<file path="config.mk">
export PLATFORM = sky130hd
export DESIGN_NAME = imm_gen_pipe
export DESIGN_NICKNAME = d
export VERILOG_FILES = /design/src/rtl/imm_gen_pipe_pkg.sv /design/src/rtl/imm_gen_pipe_decode.sv /design/src/rtl/imm_gen_pipe.sv
export SDC_FILE = /design/constraint.sdc
export NUM_CORES = 1
export LEC_CHECK = 0
export CORE_AREA = 2 2 129 131
export DETAILED_ROUTE_END_ITERATION = 6
export DIE_AREA = 0 0 131 133
export PLACE_DENSITY = 0.76
export SYNTH_ARGS = -nofsm -noshare
export SYNTH_HDL_FRONTEND = slang
export SYNTH_SLANG_ARGS = --single-unit
export TNS_END_PERCENT = 50
</file>
<file path="constraint.sdc">
create_clock -name clk -period 6.1 [get_ports clk]
set_input_delay 0.915 -clock clk [delete_from_list [all_inputs] [get_ports clk]]
set_output_delay 0.915 -clock clk [all_outputs]
set_load 0.05 [all_outputs]
</file>
<file path="src/rtl/imm_gen_pipe_pkg.sv">
// Shared definitions for the immediate-generator pipeline.
//   - RISC-V major opcodes (inst[6:0]) recognised by the decoder.
//   - Format codes reported on the fmt output.
//   - Helpers that extract each immediate format as a 32-bit signed value.
package imm_pkg;

    localparam logic [6:0] OP_IMM    = 7'b0010011;
    localparam logic [6:0] LOAD      = 7'b0000011;
    localparam logic [6:0] JALR      = 7'b1100111;
    localparam logic [6:0] SYSTEM    = 7'b1110011;
    localparam logic [6:0] STORE     = 7'b0100011;
    localparam logic [6:0] BRANCH    = 7'b1100011;
    localparam logic [6:0] JAL       = 7'b1101111;
    localparam logic [6:0] LUI       = 7'b0110111;
    localparam logic [6:0] AUIPC     = 7'b0010111;
    localparam logic [6:0] OP        = 7'b0110011;
    localparam logic [6:0] OP_IMM_32 = 7'b0011011;
    localparam logic [6:0] OP_32     = 7'b0111011;

    typedef enum logic [2:0] {
        FMT_R    = 3'd0,
        FMT_I    = 3'd1,
        FMT_S    = 3'd2,
        FMT_B    = 3'd3,
        FMT_U    = 3'd4,
        FMT_J    = 3'd5,
        FMT_NONE = 3'd7
    } fmt_e;

    function automatic logic signed [31:0] imm_i(input logic [31:0] inst);
        return {{20{inst[31]}}, inst[31:20]};
    endfunction

    function automatic logic signed [31:0] imm_s(input logic [31:0] inst);
        return {{20{inst[31]}}, inst[31:25], inst[11:7]};
    endfunction

    function automatic logic signed [31:0] imm_b(input logic [31:0] inst);
        return {{19{inst[31]}}, inst[31], inst[7], inst[30:25], inst[11:8], 1'b0};
    endfunction

    function automatic logic signed [31:0] imm_j(input logic [31:0] inst);
        return {{11{inst[31]}}, inst[31], inst[19:12], inst[20], inst[30:21], 1'b0};
    endfunction

    function automatic logic signed [31:0] imm_u(input logic [31:0] inst);
        return {inst[31:12], 12'b0};
    endfunction

endpackage

</file>
<file path="src/rtl/imm_gen_pipe_decode.sv">
// imm_decode: combinational immediate decoder.
// Ports:
//   i_inst    [31:0]      instruction word
//   i_pc      [XLEN-1:0]  address of the instruction
//   o_imm     [XLEN-1:0]  immediate, sign-extended to XLEN
//   o_fmt     [2:0]       format code (fmt_e)
//   o_target  [XLEN-1:0]  i_pc + o_imm, wrapping modulo 2^XLEN
//   o_illegal             opcode not recognised
module imm_decode
    import imm_pkg::*;
#(
    parameter int XLEN = 32
) (
    input  logic [31:0]      i_inst,
    input  logic [XLEN-1:0]  i_pc,
    output logic [XLEN-1:0]  o_imm,
    output logic [2:0]       o_fmt,
    output logic [XLEN-1:0]  o_target,
    output logic             o_illegal
);

    localparam bit RV64 = (XLEN == 64);

    logic signed [31:0] w_imm32;
    fmt_e               w_fmt;
    logic               w_illegal;

    always_comb begin
        w_imm32   = '0;
        w_fmt     = FMT_NONE;
        w_illegal = 1'b0;
        case (i_inst[6:0])
            OP_IMM, LOAD, JALR, SYSTEM: begin
                w_fmt   = FMT_I;
                w_imm32 = imm_i(i_inst);
            end
            OP_IMM_32: begin
                if (RV64) begin
                    w_fmt   = FMT_I;
                    w_imm32 = imm_i(i_inst);
                end else begin
                    w_illegal = 1'b1;
                end
            end
            STORE: begin
                w_fmt   = FMT_S;
                w_imm32 = imm_s(i_inst);
            end
            BRANCH: begin
                w_fmt   = FMT_B;
                w_imm32 = imm_b(i_inst);
            end
            JAL: begin
                w_fmt   = FMT_J;
                w_imm32 = imm_j(i_inst);
            end
            LUI, AUIPC: begin
                w_fmt   = FMT_U;
                w_imm32 = imm_u(i_inst);
            end
            OP: begin
                w_fmt = FMT_R;
            end
            OP_32: begin
                if (RV64) begin
                    w_fmt = FMT_R;
                end else begin
                    w_illegal = 1'b1;
                end
            end
            default: begin
                w_illegal = 1'b1;
            end
        endcase
    end

    // Every format fits in 32 signed bits; widening a signed value
    // sign-fills the upper half when XLEN=64.
    assign o_imm     = XLEN'(w_imm32);
    assign o_fmt     = w_fmt;
    assign o_target  = i_pc + o_imm;
    assign o_illegal = w_illegal;

endmodule

</file>
<file path="src/rtl/imm_gen_pipe.sv">
// imm_gen_pipe: one-stage immediate generator with valid/ready handshake,
// skid buffer and saturating illegal-opcode counter.
// Ports:
//   clk, rst                 clock; synchronous active-high reset
//   in_valid / in_ready      upstream handshake (in_ready is registered)
//   inst [31:0], pc [XLEN]   instruction and its address, sampled on accept
//   out_valid / out_ready    downstream handshake
//   imm, fmt, target,        registered decode results, held stable while
//   illegal                  out_valid && !out_ready
//   illegal_cnt [CNT_W]      saturating count of delivered illegal results
module imm_gen_pipe
    import imm_pkg::*;
#(
    parameter int XLEN  = 32,
    parameter int CNT_W = 8
) (
    input  logic              clk,
    input  logic              rst,
    input  logic              in_valid,
    output logic              in_ready,
    input  logic [31:0]       inst,
    input  logic [XLEN-1:0]   pc,
    output logic              out_valid,
    input  logic              out_ready,
    output logic [XLEN-1:0]   imm,
    output logic [2:0]        fmt,
    output logic [XLEN-1:0]   target,
    output logic              illegal,
    output logic [CNT_W-1:0]  illegal_cnt
);

    function automatic logic [CNT_W-1:0] sat_inc(input logic [CNT_W-1:0] v);
        return (v == {CNT_W{1'b1}}) ? v : v + 1'b1;
    endfunction

    logic [XLEN-1:0]  w_dec_imm;
    logic [2:0]       w_dec_fmt;
    logic [XLEN-1:0]  w_dec_target;
    logic             w_dec_illegal;

    imm_decode #(.XLEN(XLEN)) u_decode (
        .i_inst    (inst),
        .i_pc      (pc),
        .o_imm     (w_dec_imm),
        .o_fmt     (w_dec_fmt),
        .o_target  (w_dec_target),
        .o_illegal (w_dec_illegal)
    );

    logic              r_in_ready;
    logic              r_out_valid;
    logic [XLEN-1:0]   r_out_imm;
    logic [2:0]        r_out_fmt;
    logic [XLEN-1:0]   r_out_target;
    logic              r_out_illegal;
    logic              r_skid_valid;
    logic [XLEN-1:0]   r_skid_imm;
    logic [2:0]        r_skid_fmt;
    logic [XLEN-1:0]   r_skid_target;
    logic              r_skid_illegal;
    logic [CNT_W-1:0]  r_cnt;

    logic w_in_fire;
    logic w_out_fire;
    logic w_out_free;
    logic w_skid_load;
    logic w_skid_valid_nxt;

    assign w_in_fire  = in_valid && r_in_ready;
    assign w_out_fire = r_out_valid && out_ready;
    assign w_out_free = !r_out_valid || out_ready;
    // A new result goes to the skid when the output register is held, or
    // when the skid is itself draining into the output register.
    assign w_skid_load      = w_in_fire && (!w_out_free || r_skid_valid);
    assign w_skid_valid_nxt = w_out_free ? (r_skid_valid && w_in_fire)
                                         : (r_skid_valid || w_in_fire);

    // ---- decode -> output register / skid register ----
    always_ff @(posedge clk) begin
        if (rst) begin
            r_in_ready    <= 1'b0;
            r_out_valid   <= 1'b0;
            r_skid_valid  <= 1'b0;
            r_cnt         <= '0;
            r_out_imm     <= '0;
            r_out_fmt     <= FMT_NONE;
            r_out_target  <= '0;
            r_out_illegal <= 1'b0;
        end else begin
            // Registered copy of !skid_valid keeps out_ready off the in_ready path.
            r_in_ready   <= !w_skid_valid_nxt;
            r_skid_valid <= w_skid_valid_nxt;
            if (w_out_fire && r_out_illegal) begin
                r_cnt <= sat_inc(r_cnt);
            end
            if (w_out_free) begin
                if (r_skid_valid) begin
                    r_out_valid   <= 1'b1;
                    r_out_imm     <= r_skid_imm;
                    r_out_fmt     <= r_skid_fmt;
                    r_out_target  <= r_skid_target;
                    r_out_illegal <= r_skid_illegal;
                end else if (w_in_fire) begin
                    r_out_valid   <= 1'b1;
                    r_out_imm     <= w_dec_imm;
                    r_out_fmt     <= w_dec_fmt;
                    r_out_target  <= w_dec_target;
                    r_out_illegal <= w_dec_illegal;
                end else begin
                    r_out_valid <= 1'b0;
                end
            end
        end
    end

    always_ff @(posedge clk) begin
        if (w_skid_load) begin
            r_skid_imm     <= w_dec_imm;
            r_skid_fmt     <= w_dec_fmt;
            r_skid_target  <= w_dec_target;
            r_skid_illegal <= w_dec_illegal;
        end
    end

    assign in_ready    = r_in_ready;
    assign out_valid   = r_out_valid;
    assign imm         = r_out_imm;
    assign fmt         = r_out_fmt;
    assign target      = r_out_target;
    assign illegal     = r_out_illegal;
    assign illegal_cnt = r_cnt;

endmodule

</file>
==> impl_metrics.csv, run 1 <==
group,metric,value,unit
route,vias,6832,
sta,layout_worst_path_cycle_share,82.00,%
route,via_per_inst,5.708,
sta,drv_slew,0,
grt,grt_overflow,0,
sta,fin_tns_setup,0,ns
yosys,syn_area_per_cell,9.368,µm²
floorplan,core,16170,µm²
floorplan,die_w,131,µm
yosys,yosysTopAreaCell,"edfxtp_1",
yosys,synth_area_leaders,"edfxtp_1 26%, dfxtp_1 20%, a21oi_1 5.2%",
sta,period_minus_slack,5.002,ns
route,drtPass1Iterations,5,
clock_tree,cts_resized,0,
clock_tree,cts-root-buf,"clkbuf_16",
floorplan,die-area,17420,µm²
worst_hold_path,min_from,"imm[22]$_SDFFE_PP0P_",
yosys,synth_edf_count,68,
critical_path,r2r_slack,3.37,ns
clock_tree,cts_tree,"yes",
sta,skew,0.006127,ns
clock_tree,hold_buffers,0,
place,preCtsSetupSlack,0.7798,ns
floorplan,io_pins,146,
grt,grt_pass1_vias,6437,
clock_tree,clock_sinks,147,
place,io_buffers,145,
sta,hold_violations,0,
route,drt_iter0_drc,573,
clock_tree,numCtsBuffers,17,
critical_path,rr_worst_depth,6,
critical_path,crit_buf_inv,1,
grt,grt_max_degree,74,
clock_tree,clkTransAtPathRegs,0.06,ns
yosys,synth_area,7925,µm²
critical_path,end_kind,"register",
status,status,"finished, final reports clean",
layout,final_layout_size_suffix_gt1_share,6.448,%
critical_path,critical_path.max_stage_delay,0.68,ns
place,place_congestion,0.8930,
place,placed_cells,1165,
layout,n_antenna_cell,0,
sta,worstMarginPinSlew,0.9945,ns
sta,grt_setup_unrepaired,"no",
route,drcViolationCount,0,
critical_path,critical_path_depth,14,
layout,final_cells,1197,
layout,nets,1065,
yosys,syn-num-nets,947,
sta,fin_ws,1.098,ns
clock_tree,clock_latency,0.43,ns
worst_hold_path,hold_path_depth,2,
yosys,ys_types,72,
floorplan,die_h,133,µm
critical_path,critPathKind,"input pin to register",
yosys,synth-main-ff-cell,"dfxtp_1",
critical_path,cp.arrival,5.17,ns
critical_path,critPathMaxFanout,14,
route,ant_nets,0,
critical_path,reg2reg_to,"imm[6]$_SDFFE_PP0P_",
grt,grt_usage,25.41,%
pwr,powerDensity,249.4,nW/µm²
worst_hold_path,hold_class,"register to register",
yosys,synth-seq-area-share,45.72,%
yosys,synth_most_common_cell,"nand2_1",
clock_tree,clk_path_buf_depth,2,
clock_tree,cts_max_level,4,
yosys,yosys-top-cells-count,"96 x nand2_1, 82 x a21oi_1, 79 x dfxtp_1, 68 x edfxtp_1, 65 x nor2_1",
pwr,p_total,0.002516,W
critical_path,critPathLaunchType,"input pin",
critical_path,worstPathCellList,"clkdlybuf4s50_1 -> and2b_4 -> o31ai_1 -> a21oi_1 -> nor2_1 -> and2_1 -> a21o_1 -> ha_1 -> and3_1 -> nand2_1 -> or4_1 -> o32ai_1 -> nor2_1 -> xnor2_1",
route,routed_wl,21790,µm
critical_path,crit_required,6.27,ns
yosys,synth.top_cell.area_share,25.77,%
layout,postLayoutCoreUtil,62.38,%
grt,grt_antenna_before_repair,0,
grt,grt_pass1_wl,34000,µm
layout,synthToLayoutAreaGrowth,27.28,%
worst_hold_path,whs_endpoint,"imm[22]$_SDFFE_PP0P_",
pwr,ir_drop,0.2156,mV
critical_path,reg2reg_from,"r_skid_valid$_SDFF_PP0_",
critical_path,crit_slowest_cell,"clkdlybuf4s50_1",
sta,max_freq,199.9,MHz
sta,slew_headroom,33.54,%
clock_tree,post_cts_buffers,0,
route,post_drt_wl_per_cell,18.20,µm
yosys,synth_cells,846,
critical_path,path_common_cell,"nor2_1",
flow_run,drv_cap,0,
yosys,synthArstFlopShare,0,%
critical_path,critical_path.top_delay_family,"simple AND/OR/NAND/NOR gates",
floorplan,fp-row-count,47,
yosys,yosysWarnings,0,
yosys,synth_seq_cells,147,
sta,setup_violations,0,
pwr,leakagePower,3.962,nW
floorplan,initial_core_util,49.01,%
place,dp_hpwl,15340,µm
## tightest hold or removal path, stage by stage (launching register included)
cell	delay [ns]
dfxtp_1	0.31
nand2_1	0.05
a21oi_1	0.05
## sequential cells by signal, summed over array words and instances, names as in the netlist
| signal | cells |
|---|---|
| r_skid_valid | 1 |
| r_skid_target | 32 |
| r_skid_illegal | 1 |
| illegal_cnt | 8 |
| out_valid | 1 |
| in_ready | 1 |
| r_skid_fmt | 3 |
| r_skid_imm | 32 |
| fmt | 3 |
| target | 32 |
| imm | 32 |
| illegal | 1 |
## report_power, final
group / total (W) / switching, W / internal [W]
Combinational: 0.000396 / 0.000248 / 0.000148
Sequential: 0.00108 / 0.0000158 / 0.00106
Clock: 0.00104 / 0.000409 / 0.000635
Total: 0.00252 / 0.000673 / 0.00184
## how the worst max path moves through the flow
stage | to | slack [ns] | startpoint
after floorplan | in_ready$_SDFF_PP0_ | 1.43 | out_ready
after global placement | r_skid_target[29]$_DFFE_PP_ | 0.87 | inst[5]
after detailed placement | r_skid_target[29]$_DFFE_PP_ | 0.78 | inst[6]
after CTS | r_skid_target[29]$_DFFE_PP_ | 1.18 | inst[6]
after global routing | r_skid_target[29]$_DFFE_PP_ | 0.66 | inst[6]
final | r_skid_target[29]$_DFFE_PP_ | 1.10 | inst[6]
## stage by stage
step	hold slack (ns)	instance area (µm²)
after floorplan	0.4735	7925
after global placement	0.4404	9490
after detailed placement	0.4443	9490
after CTS	0.4533	10090
after global routing	0.4717	10090
final	0.4497	10090
## cell usage in the layout (no fill, tap or decap), drive strengths merged, types with 11 or more instances in the layout
master / instances
clkdlybuf4s50: 144
nand2: 96
a21oi: 84
dfxtp: 79
edfxtp: 68
nor2: 65
o21ai: 47
o211ai: 37
a21o: 32
ha: 32
nand2b: 29
clkbuf: 27
inv: 23
nand3: 21
xnor2: 19
a211oi: 14
xor2: 13
mux2i: 12
nor3: 11
and3: 11
## kinds of logic after synthesis
kind of cell / after synthesis / synth area share (%)
buffers and inverters: 71 / 3.600
DFF: 147 / 45.72
xor gates and xnor gates: 32 / 3.631
adders and majority gates: 33 / 5.305
AOI/OAI and AO/OA: 277 / 23.92
muxes: 12 / 1.516
and+or+nand+nor: 274 / 16.31
## per-layer routing
| metal | wire (µm) | track usage [%] | up-vias |
|---|---|---|---|
| met5 | 0 | 0 | - |
| met2 | 10140 | 40.24 | 227 |
| met4 | 657 | 9.811 | 0 |
| met3 | 1262 | 4.691 | 39 |
| li1 | - | - | 3345 |
| met1 | 9733 | 34.44 | 3221 |
## layout make-up
class	instances	area, µm²
multi-input combinational	628	4031
tap	220	275.3
clock inverter	5	31.28
sequential	147	3625
clock buffer	27	565.5
inverter	20	75.07
fill	1385	6085
timing repair buffer	150	1484
No activity file was read; power rests on OpenSTA's default activity.
==> inputs of run 2 (changes only) <==
Settings changed: CORE_AREA 2 2 129 131 to 2 2 132 134, DIE_AREA 0 0 131 133 to 0 0 134 136.
Clock period 6.1 ns to 4.2 ns, I/O delays scaled along.
==> run 2 against run 1 <==
Compared with the run above: non-clock buffer count grew 99; via count grew 5.5%; combinational power grew 59%; core utilization grew 2.0 points; die area grew 4.6%; critical path depth grew 1; largest cell class unchanged; clock power grew 41%; clock skew shrank 0.0024 ns; clock-buffer cell count shrank 7.
==> impl_metrics.csv, run 2 (synthesis results as in run 1) <==
group,metric,value,unit
pwr,powerDensity,337.2,nW/µm²
floorplan,die-area,18220,µm²
critical_path,critPathLaunchType,"input pin",
pwr,leakagePower,4.439,nW
layout,n_antenna_cell,0,
grt,grt_pass1_vias,6595,
sta,skew,0.003695,ns
floorplan,die_h,136,µm
floorplan,initial_core_util,46.96,%
route,via_per_inst,5.539,
sta,holdWs,0.4511,ns
route,drtPass1Iterations,5,
layout,postLayoutCoreUtil,64.38,%
sta,grt_setup_unrepaired,"no",
layout,mostFrequentLayoutCells,"144 x clkdlybuf4s50_1, 100 x buf_4, 96 x nand2_1",
clock_tree,clock_latency,0.43,ns
pwr,ir_drop,0.3163,mV
layout,final_layout_size_suffix_gt1_share,15.24,%
floorplan,core,16880,µm²
sta,layout_worst_path_cycle_share,94.03,%
critical_path,crit_required,4.38,ns
clock_tree,clkTransAtPathRegs,0.06,ns
clock_tree,cts_tree,"yes",
grt,grt_overflow,0,
place,io_buffers,145,
critical_path,critical_path.top_delay_family,"compound AO/OA/AOI/OAI gates",
clock_tree,cts_max_level,4,
route,routed_wl,22090,µm
layout,multiInputGateArea,4039,µm²
critical_path,crit_slowest_cell,"clkdlybuf4s50_1",
layout,layout_commonest_cell,"clkdlybuf4s50_1",
sta,period_minus_slack,3.949,ns
sta,fin_ws,0.2508,ns
sta,max_freq,253.2,MHz
grt,grt_antenna_before_repair,0,
grt,grt_max_degree,78,
clock_tree,numCtsBuffers,17,
critical_path,critPathKind,"input pin to register",
layout,synthToLayoutAreaGrowth,37.10,%
place,place_congestion,0.8941,
grt,grt_pass1_wl,34440,µm
floorplan,die_w,134,µm
critical_path,worstPathCellList,"clkdlybuf4s50_1 -> or2_2 -> a21oi_1 -> nand2b_1 -> a21oi_1 -> a22oi_1 -> fa_1 -> and2b_1 -> o21bai_4 -> a31oi_4 -> a211oi_2 -> o21a_1 -> o311a_1 -> o21ai_2 -> xor2_1",
layout,nets,1164,
critical_path,crit_buf_inv,1,
route,ant_nets,0,
clock_tree,post_cts_buffers,0,
layout,fillers,1386,
sta,worstMarginPinSlew,0.8540,ns
critical_path,path_common_cell,"a21oi_1",
worst_hold_path,hold_class,"register to register",
place,dp_hpwl,16080,µm
place,preCtsSetupSlack,-0.1485,ns
critical_path,critical_path.max_stage_delay,0.48,ns
route,drt_iter0_drc,561,
clock_tree,cts-root-buf,"clkbuf_16",
sta,drv_slew,0,
clock_tree,clk_path_buf_depth,2,
sta,setup_violations,0,
grt,grt_usage,24.41,%
route,post_drt_wl_per_cell,16.98,µm
status,status,"finished, final reports clean",
route,drcViolationCount,0,
layout,seq_area,3625,µm²
sta,fin_tns_setup,0,ns
route,vias,7206,
sta,hold_violations,0,
flow_run,drv_cap,0,
sta,slew_headroom,42.93,%
critical_path,critPathMaxFanout,6,
floorplan,fp-row-count,48,
clock_tree,clock_sinks,147,
floorplan,io_pins,146,
critical_path,end_kind,"register",
critical_path,cp.arrival,4.12,ns
## run 2: cell types whose count changed in the layout (fill, tap and decap cells not counted), sizes merged
cell,before,now
buf,6,105
clkbuf,27,20
clkinv,2,5
clkinvlp,0,2
bufinv,0,1
inv,23,24
## run 2: power by group
| part | total, W | switching (W) | internal [W] |
|---|---|---|---|
| clock network | 0.00147 | 0.000607 | 0.000864 |
| registers | 0.00156 | 0.0000242 | 0.00154 |
| logic | 0.000631 | 0.000370 | 0.000261 |
| total | 0.00366 | 0.00100 | 0.00266 |
## run 2: area by class of cell
class	instances	area share (%)
clock buffer	20	4.307
clock inverter	12	0.9212
timing repair buffer	249	20.96
tap	225	2.591
sequential	147	33.36
inverter	20	0.6909
multi-input combinational	628	37.17
## run 2: tightest hold or removal path, cell delays in order (launching register included)
cell and delay, ns:
dfxtp_1 0.31, nand2_1 0.05, a21oi_1 0.05
## run 2: metrics by stage
stage | instances | area (µm²) | power, W
final | 1301 | 10870 | 0.003664
after global routing | 1301 | 10870 | 0.003790
after detailed placement | 1269 | 10290 | 0.002218
after global placement | 1269 | 10290 | 0.002210
after floorplan | 846 | 7928 | 0.001946
after CTS | 1301 | 10860 | 0.003678
## run 2: repair_timing
action / 4_1_cts / 5_1_grt
hold buffers: 0 / 0
hold endpoints to repair: 0 / 0
setup endpoints to repair: 0 / 2
resized for setup: 0 / 2
## run 2: worst paths after layout
kind                           start                     endpoint  slack [ns]  depth (start not counted)
max reg2reg  r_skid_valid$_SDFF_PP0_      r_skid_imm[2]$_DFFE_PP_        1.64                          4
max                          inst[5]  r_skid_target[30]$_DFFE_PP_        0.25                         15
min reg2reg     imm[22]$_SDFFE_PP0P_         imm[22]$_SDFFE_PP0P_        0.45                          2
min             imm[22]$_SDFFE_PP0P_         imm[22]$_SDFFE_PP0P_        0.45                          2
## run 2: layer usage
metal	global-route usage, %	part of all wire (%)	vias up
li1	-	-	3539
met1	33.81	46	3391
met2	38.75	46	243
met3	4.661	6.4	33
met4	7.624	2.1	0
met5	0	0	-
==> inputs of run 3 (changes only) <==
Settings changed: CTS_CLUSTER_SIZE set to 30.
==> results of run 3 <==
No change in the layout: final DEF, timing and power equal those of run 2.
